==> config.mk <==
export PLATFORM = sky130hd
export DESIGN_NAME = alu_arbiter_flat
export DESIGN_NICKNAME = d
export VERILOG_FILES = /design/src/rtl/alu_arb_if.sv /design/src/rtl/alu_arbiter.sv /design/src/flat_wrapper.sv
export SDC_FILE = /design/constraint.sdc
export NUM_CORES = 1
export LEC_CHECK = 0
export CORE_MARGIN = 1.5
export CORE_UTILIZATION = 35
export CTS_CLUSTER_SIZE = 16
export DETAILED_ROUTE_END_ITERATION = 6
export SLEW_MARGIN = 10
export SYNTH_ARGS = -nofsm -noshare
export SYNTH_HDL_FRONTEND = slang
export SYNTH_SLANG_ARGS = --single-unit
==> constraint.sdc <==
create_clock -name clk -period 6.8 [get_ports clk]
set_input_delay 1.36 -clock clk [delete_from_list [all_inputs] [get_ports clk]]
set_output_delay 1.36 -clock clk [all_outputs]
set_load 0.05 [all_outputs]
==> src/rtl/alu_arb_if.sv <==
// alu_arb_if: two requester channels and one response slot for the shared ALU
interface alu_arb_if #(parameter int WIDTH = 32);
  logic             req0_valid, req0_ready;
  logic [2:0]       req0_op;
  logic [WIDTH-1:0] req0_a, req0_b;
  logic             req1_valid, req1_ready;
  logic [2:0]       req1_op;
  logic [WIDTH-1:0] req1_a, req1_b;
  logic             resp_valid, resp_ready, resp_id, zero, illegal;
  logic [WIDTH-1:0] result;
  modport master (
    output req0_valid, req0_op, req0_a, req0_b, req1_valid, req1_op, req1_a, req1_b, resp_ready,
    input  req0_ready, req1_ready, resp_valid, resp_id, result, zero, illegal
  );
  modport slave (
    input  req0_valid, req0_op, req0_a, req0_b, req1_valid, req1_op, req1_a, req1_b, resp_ready,
    output req0_ready, req1_ready, resp_valid, resp_id, result, zero, illegal
  );
endinterface

==> src/rtl/alu_arbiter.sv <==
// alu_arbiter: round-robin sharing of one integer ALU with a registered response slot
module alu_arbiter #(parameter int WIDTH = 32) (
  input logic clk,
  input logic reset_n,
  alu_arb_if.slave bus
);
  logic ptr, slot_free, g0, g1, acc, sel, ill;
  logic resp_valid, resp_id, zero, illegal;
  logic [2:0] op;
  logic [WIDTH-1:0] a, b, res, result;
  always_comb begin
    slot_free = !resp_valid || bus.resp_ready;
    g0 = bus.req0_valid && (!bus.req1_valid || !ptr);
    g1 = bus.req1_valid && (!bus.req0_valid || ptr);
    acc = slot_free && (g0 || g1);
    sel = g1;
    op = sel ? bus.req1_op : bus.req0_op;
    a = sel ? bus.req1_a : bus.req0_a;
    b = sel ? bus.req1_b : bus.req0_b;
    ill = op == 3'd3;
    res = op == 3'd0 ? a + b :
          op == 3'd1 ? a - b :
          op == 3'd2 ? a & b :
          op == 3'd4 ? a | b :
          op == 3'd5 ? a & ~b :
          op == 3'd6 ? a | ~b :
          op == 3'd7 ? {{(WIDTH-1){1'b0}}, $signed(a) < $signed(b)} :
          '0;
  end
  always_ff @(posedge clk or negedge reset_n)
    if (!reset_n) begin
      resp_valid <= 1'b0;
      resp_id <= 1'b0;
      result <= '0;
      zero <= 1'b0;
      illegal <= 1'b0;
      ptr <= 1'b0;
    end else if (acc) begin
      resp_valid <= 1'b1;
      resp_id <= sel;
      result <= res;
      zero <= res == '0;
      illegal <= ill;
      ptr <= !sel;
    end else if (bus.resp_ready)
      resp_valid <= 1'b0;
  assign bus.req0_ready = slot_free && g0;
  assign bus.req1_ready = slot_free && g1;
  assign bus.resp_valid = resp_valid;
  assign bus.resp_id = resp_id;
  assign bus.result = result;
  assign bus.zero = zero;
  assign bus.illegal = illegal;
endmodule
==> src/flat_wrapper.sv <==
// flat-port wrapper written by rule: the top's interface ports become plain ports
module alu_arbiter_flat 
#(parameter int WIDTH = 32)
  (clk, reset_n, bus_req0_valid, bus_req0_op, bus_req0_a, bus_req0_b, bus_req1_valid, bus_req1_op, bus_req1_a, bus_req1_b, bus_resp_ready, bus_req0_ready, bus_req1_ready, bus_resp_valid, bus_resp_id, bus_result, bus_zero, bus_illegal);
  alu_arb_if #(.WIDTH(WIDTH)) bus_i ();
  input logic clk;
  input logic reset_n;
  input wire logic [$bits(bus_i.req0_valid)-1:0] bus_req0_valid;
  input wire logic [$bits(bus_i.req0_op)-1:0] bus_req0_op;
  input wire logic [$bits(bus_i.req0_a)-1:0] bus_req0_a;
  input wire logic [$bits(bus_i.req0_b)-1:0] bus_req0_b;
  input wire logic [$bits(bus_i.req1_valid)-1:0] bus_req1_valid;
  input wire logic [$bits(bus_i.req1_op)-1:0] bus_req1_op;
  input wire logic [$bits(bus_i.req1_a)-1:0] bus_req1_a;
  input wire logic [$bits(bus_i.req1_b)-1:0] bus_req1_b;
  input wire logic [$bits(bus_i.resp_ready)-1:0] bus_resp_ready;
  output wire logic [$bits(bus_i.req0_ready)-1:0] bus_req0_ready;
  output wire logic [$bits(bus_i.req1_ready)-1:0] bus_req1_ready;
  output wire logic [$bits(bus_i.resp_valid)-1:0] bus_resp_valid;
  output wire logic [$bits(bus_i.resp_id)-1:0] bus_resp_id;
  output wire logic [$bits(bus_i.result)-1:0] bus_result;
  output wire logic [$bits(bus_i.zero)-1:0] bus_zero;
  output wire logic [$bits(bus_i.illegal)-1:0] bus_illegal;
  assign bus_i.req0_valid = bus_req0_valid;
  assign bus_i.req0_op = bus_req0_op;
  assign bus_i.req0_a = bus_req0_a;
  assign bus_i.req0_b = bus_req0_b;
  assign bus_i.req1_valid = bus_req1_valid;
  assign bus_i.req1_op = bus_req1_op;
  assign bus_i.req1_a = bus_req1_a;
  assign bus_i.req1_b = bus_req1_b;
  assign bus_i.resp_ready = bus_resp_ready;
  assign bus_req0_ready = bus_i.req0_ready;
  assign bus_req1_ready = bus_i.req1_ready;
  assign bus_resp_valid = bus_i.resp_valid;
  assign bus_resp_id = bus_i.resp_id;
  assign bus_result = bus_i.result;
  assign bus_zero = bus_i.zero;
  assign bus_illegal = bus_i.illegal;
  alu_arbiter #(.WIDTH(WIDTH)) u_core (.clk(clk), .reset_n(reset_n), .bus(bus_i));
endmodule
Word level (Yosys, flattened, before mapping)
Cells that the tools add are included.

Reductions and logical operators: 17. Bitwise logic cells: 5. Muxes and demuxes: 12. $lt $le $gt $ge: 1. $add $sub $neg: 2. Eq/ne operators: 7.

Operators with widths (number): 32-bit 2-to-1 mux (8); 32-bit AND (2); 32-bit OR (2); 32-bit adder (1); 32-bit logical NOT (1); 32-bit less-than comparator (1); 32-bit inverter (1); 32-bit subtractor (1); 3-bit equality test (second input constant) (4); 3-bit by 2-bit equality test with 1-bit output (second input constant) (2); 1-bit logical AND (5); 1-bit logical NOT (5); 1-bit logical OR (4); 3-bit by 1-bit equality test with 1-bit output (second input constant) (1); 3-bit logical NOT (1); 1-bit 2-to-1 mux (3); 3-bit 2-to-1 mux (1); 2-bit nonzero test (1).

Flip-flop bits (word level): 37. Output and inout port bits: 38. Input port bits: 139.

Logic depth before layout (Yosys ltp)
Depth in word-level cells: 13. Depth in mapped cells: 23. Gate-level depth less buffers: 20.

Worst setup path before layout
No wires, ideal clock.

Kind: input port to flip-flop. Start: input port bus_req0_valid. End: register u_core.zero (netlist: u_core.bus.zero). Cell stages on the path: 20. Data arrival time: 5.911 ns. Buffers on the path: 4. Setup time: 0.103 ns. Slack: 0.786 ns. Cell sequence: nand2b_1 -> buf_6 -> nand2_2 -> buf_1 -> buf_1 -> mux2i_1 -> ha_1 -> buf_6 -> nor4bb_1 -> o211ai_1 -> a31oi_1 -> nor2_1 -> or4_1 -> a31oi_1 -> xnor2_1 -> o211ai_1 -> nor4b_1 -> nand4_1 -> or4_1 -> o41ai_2.

Longest elaborated chain between the ends: 13. Elaborated cells on any way between the ends: 32.

Ends and longest elaborated chain: start, declared (line flat_wrapper.sv:8) `input wire logic [$bits(bus_i.req0_valid)-1:0] bus_req0_valid;`; 1-bit logical NOT (line alu_arbiter.sv:14) `g1 = bus.req1_valid && (!bus.req0_valid || ptr);`; 1-bit logical OR (line alu_arbiter.sv:14); 1-bit logical AND (line alu_arbiter.sv:14); 32-bit 2-to-1 mux, or another cell as far along (line alu_arbiter.sv:18) `a = sel ? bus.req1_a : bus.req0_a;`; 32-bit less-than comparator, or another cell as far along (line alu_arbiter.sv:27) `op == 3'd7 ? {{(WIDTH-1){1'b0}}, $signed(a) < $signed(b)} :`; 1-bit 2-to-1 mux / 32-bit OR (equally long branches) (line alu_arbiter.sv:27, alu_arbiter.sv:26); 32-bit 2-to-1 mux (line alu_arbiter.sv:26) `op == 3'd6 ? a | ~b :`; 32-bit 2-to-1 mux (line alu_arbiter.sv:25) `op == 3'd5 ? a & ~b :`; 32-bit 2-to-1 mux (line alu_arbiter.sv:24) `op == 3'd4 ? a | b :`; 32-bit 2-to-1 mux (line alu_arbiter.sv:23) `op == 3'd2 ? a & b :`; 32-bit 2-to-1 mux (line alu_arbiter.sv:22) `op == 3'd1 ? a - b :`; 32-bit 2-to-1 mux (line alu_arbiter.sv:21) `res = op == 3'd0 ? a + b :`; 32-bit logical NOT (line alu_arbiter.sv:42) `zero <= res == '0;`; end signal, assigned (line alu_arbiter.sv:35) `zero <= 1'b0;`; end signal, assigned (line alu_arbiter.sv:42); end, declared (line alu_arbiter.sv:8) `logic resp_valid, resp_id, zero, illegal;`.

Several ways; a longest one is shown, not always the timed one. A chain may end at the register's enable or synchronous reset.

Worst setup path after layout
Ends and elaborated chain as after synthesis.

==> flow_metrics.tcl <==
set metrics [dict create \
    run_status "finished, violations left" \
    violations "design-rule violations" \
    power_uw 2478 \
    final_cell_mix "255 x nand2_1, 176 x clkdlybuf4s50_1, 131 x ha_1" \
    slew_violations 0 \
    std_cell_rows 56 \
    power_density_mw_per_mm2 225.8 \
    clockRootBuffer "clkbuf_16" \
    io_buffers 176 \
    ys_top_cells_by_area "ha_1 19%, nand2_1 11%, dfrtp_1 11%" \
    synthArstFlopShare_pct 100.0 \
    dr.pass1.iters 7 \
    synth-seq-area-share_pct 10.84 \
    drc 2 \
    syn_inst 1182 \
    start_kind "input port" \
    tightestPinTransition_ps 974.5 \
    post_cts_buffers 0 \
    holdPathStages 2 \
    ys_seq_elements 37 \
    vdd.ir_drop.worst_mv 0.1801 \
    dieArea_mm2 0.02536 \
    timing.fmax_mhz 154.4 \
    cts_htree_levels 2 \
    finalClockSkew_ps 3.790 \
    critPathArrivalTime_ps 6660 \
    hold_viol_final 0 \
    rsz0062_at_grt "no" \
    antenna_found_initial 1 \
    wl_mm 33.28 \
    io_pins 177 \
    synthesis.nets 1452 \
    slew_headroom_pct 34.96 \
    finalSetupViolCount 0 \
    synth_largest_area_cell "ha_1" \
    fin_area_mm2 0.01097 \
    netlist_area_mm2 0.008543 \
    place_area_mm2 0.01079 \
    worstSetupStartpoint "bus_req0_valid" \
    drive_gt1_share_pct 9.412 \
    yosys.cell_types.count 100 \
    grt_pass1_wl_mm 51.71 \
    wl_per_cell_um 19.82 \
    cts_tree "yes" \
    power.leakage_uw 0.005184 \
    synth_top_area_share_pct 19.19 \
    grt_pass1_vias 9245 \
    die_x_um 159.2 \
    r2r-start "u_core.ptr" \
    start_util_pct 36.07 \
    cts_buffer_depth 2 \
    cts.sinks 37 \
    syn2layout_area_growth_pct 28.44 \
    die_h_um 159.2 \
    coreArea_mm2 0.02368 \
    synth-main-ff-cell "dfrtp_1" \
    crit_path_end "u_core.bus.zero" \
    syn_avg_cell_area_um2 7.228 \
    grt_max_degree 55 \
    synth_edf_count 0 \
    cp.required_ps 6980 \
    gp_congestion 1.005 \
    period_share_pct 95.24 \
    r2r_setup_slack_ps 1540 \
    grtUsageTotal_pct 25.51 \
    drt_iter0_drc 843 \
    rr_endpoint "u_core.bus.zero" \
    nets 1629 \
    drv_cap 0 \
    clk_pin_slew_ps 60 \
    vias 9486 \
    postRouteAntennaNets 0 \
    numCtsBuffers 5 \
    fin_crit_ps 6476 \
    final_common_cell "nand2_1" \
    ctsResizeCount 0 \
    endpoint_kind "flip-flop" \
    hpwlAfterDp_mm 27.09 \
    clk_latency_ps 280 \
    hold_path.class "flip-flop to flip-flop" \
    cts_hold_buf 0 \
    crit_type "input port to flip-flop" \
    worstRegToRegCells 21 \
    fillers 2514 \
    vias_per_cell 5.650 \
    ys_warn_count 0 \
    crit_fanout 13 \
    overflow 0 \
    diodes 0 \
]
synthesized netlist by cell type (4+ instances only):
cell / instances
a221o_1: 11
nand2_1: 255
a221oi_1: 17
mux2_2: 16
o211ai_1: 18
or2_2: 4
o21ai_0: 46
a31o_2: 5
a31oi_1: 9
mux2i_1: 33
ha_1: 131
o21a_1: 13
buf_4: 4
o21ai_1: 5
a2111oi_0: 5
a21oi_1: 62
and3_1: 6
a32oi_1: 5
o31ai_1: 18
clkbuf_8: 8
nand4_1: 7
nor3b_1: 4
nor3_1: 17
nor4_1: 7
buf_2: 14
clkbuf_1: 20
a21o_1: 18
buf_6: 9
xnor2_1: 15
nand2b_1: 13
nor2_1: 60
and2_1: 4
nand3_1: 21
a222oi_1: 17
dfrtp_1: 37
nor2b_1: 20
o311ai_0: 4
buf_1: 8
inv_1: 102
o21bai_1: 4
a211oi_1: 18
worst max-delay path: stages:
cell,delay [ps]
clkdlybuf4s50_1,490
and2b_2,350
nor2_8,290
nand2_1,80
nand2_1,110
inv_1,70
ha_1,290
inv_1,40
ha_1,190
o211a_1,230
o211ai_1,190
a31oi_1,160
o311ai_0,480
buf_4,210
nand2b_1,110
and3_1,230
o2111ai_1,180
o311ai_0,220
a21oi_2,350
nand4_1,140
or4_1,570
o41ai_2,280
cell type report:
class,count,area (um2),area share [%]
Sequential cell,37,925.9,8.438
Timing Repair Buffer,233,2215,20.18
Inverter,106,400.4,3.649
Clock buffer,7,142.6,1.300
Tap cell,319,399.1,3.637
Multi-Input combinational cell,976,6860,62.52
Clock inverter,1,30.03,0.2737
metal layers:
metal	part of all wire (%)	vias up	track usage [%]
met2	42	437	39.20
li1	-	4564	-
met1	48	4432	36.99
met4	2.3	0	6.990
met3	7.8	53	3.490
met5	0	-	0
worst min path at each step:
| stage | start | endpoint | slack [ps] |
|---|---|---|---|
| global placement | u_core.bus.resp_id | u_core.bus.resp_id | 460 |
| global route | u_core.bus.resp_id | u_core.bus.resp_id | 500 |
| finish | u_core.bus.result[8] | u_core.bus.result[8] | 480 |
| floorplan | u_core.ptr | u_core.ptr | 540 |
| CTS | u_core.bus.resp_id | u_core.bus.resp_id | 480 |
| detailed placement | u_core.bus.resp_id | u_core.bus.resp_id | 470 |
cell families after synthesis:
logic type               synth area share [%]
AND/OR/NAND/NOR                         24.05
adder cells (fa/ha/maj)                 19.19
XOR/XNOR                                1.640
AO/OA/AOI/OAI                           28.50
buffers and inverters                   9.652
multiplexers                            6.136
flip-flops                              10.84
where the power goes:
group | switching (uW) | internal (uW) | total [uW]
sequential | 40.6 | 290 | 330
clock | 84.7 | 183 | 268
combinational | 1180 | 705 | 1880
total | 1300 | 1180 | 2480
per-stage QoR:
stage               utilization, %  worst slack [ps]  hold slack [ps]  instances  setup TNS (ps)
global placement             45.54            -28.84            459.0       1670          -28.84
detailed placement           45.54            -74.49            469.1       1670          -74.49
floorplan                        -             785.5            536.7       1182               0
CTS                          46.27             210.9            481.5       1678               0
global route                 46.33             48.34            501.8       1679               0
finish                       46.33             323.6            475.7       1679               0
sequential cells by signal, summed over array words and instances (netlist names):
register               cells
u_core.ptr                 1
u_core.bus.result         32
u_core.bus.zero            1
u_core.bus.resp_id         1
u_core.bus.illegal         1
u_core.bus.resp_valid      1
Note: power is estimated with default switching activity, not from simulation.
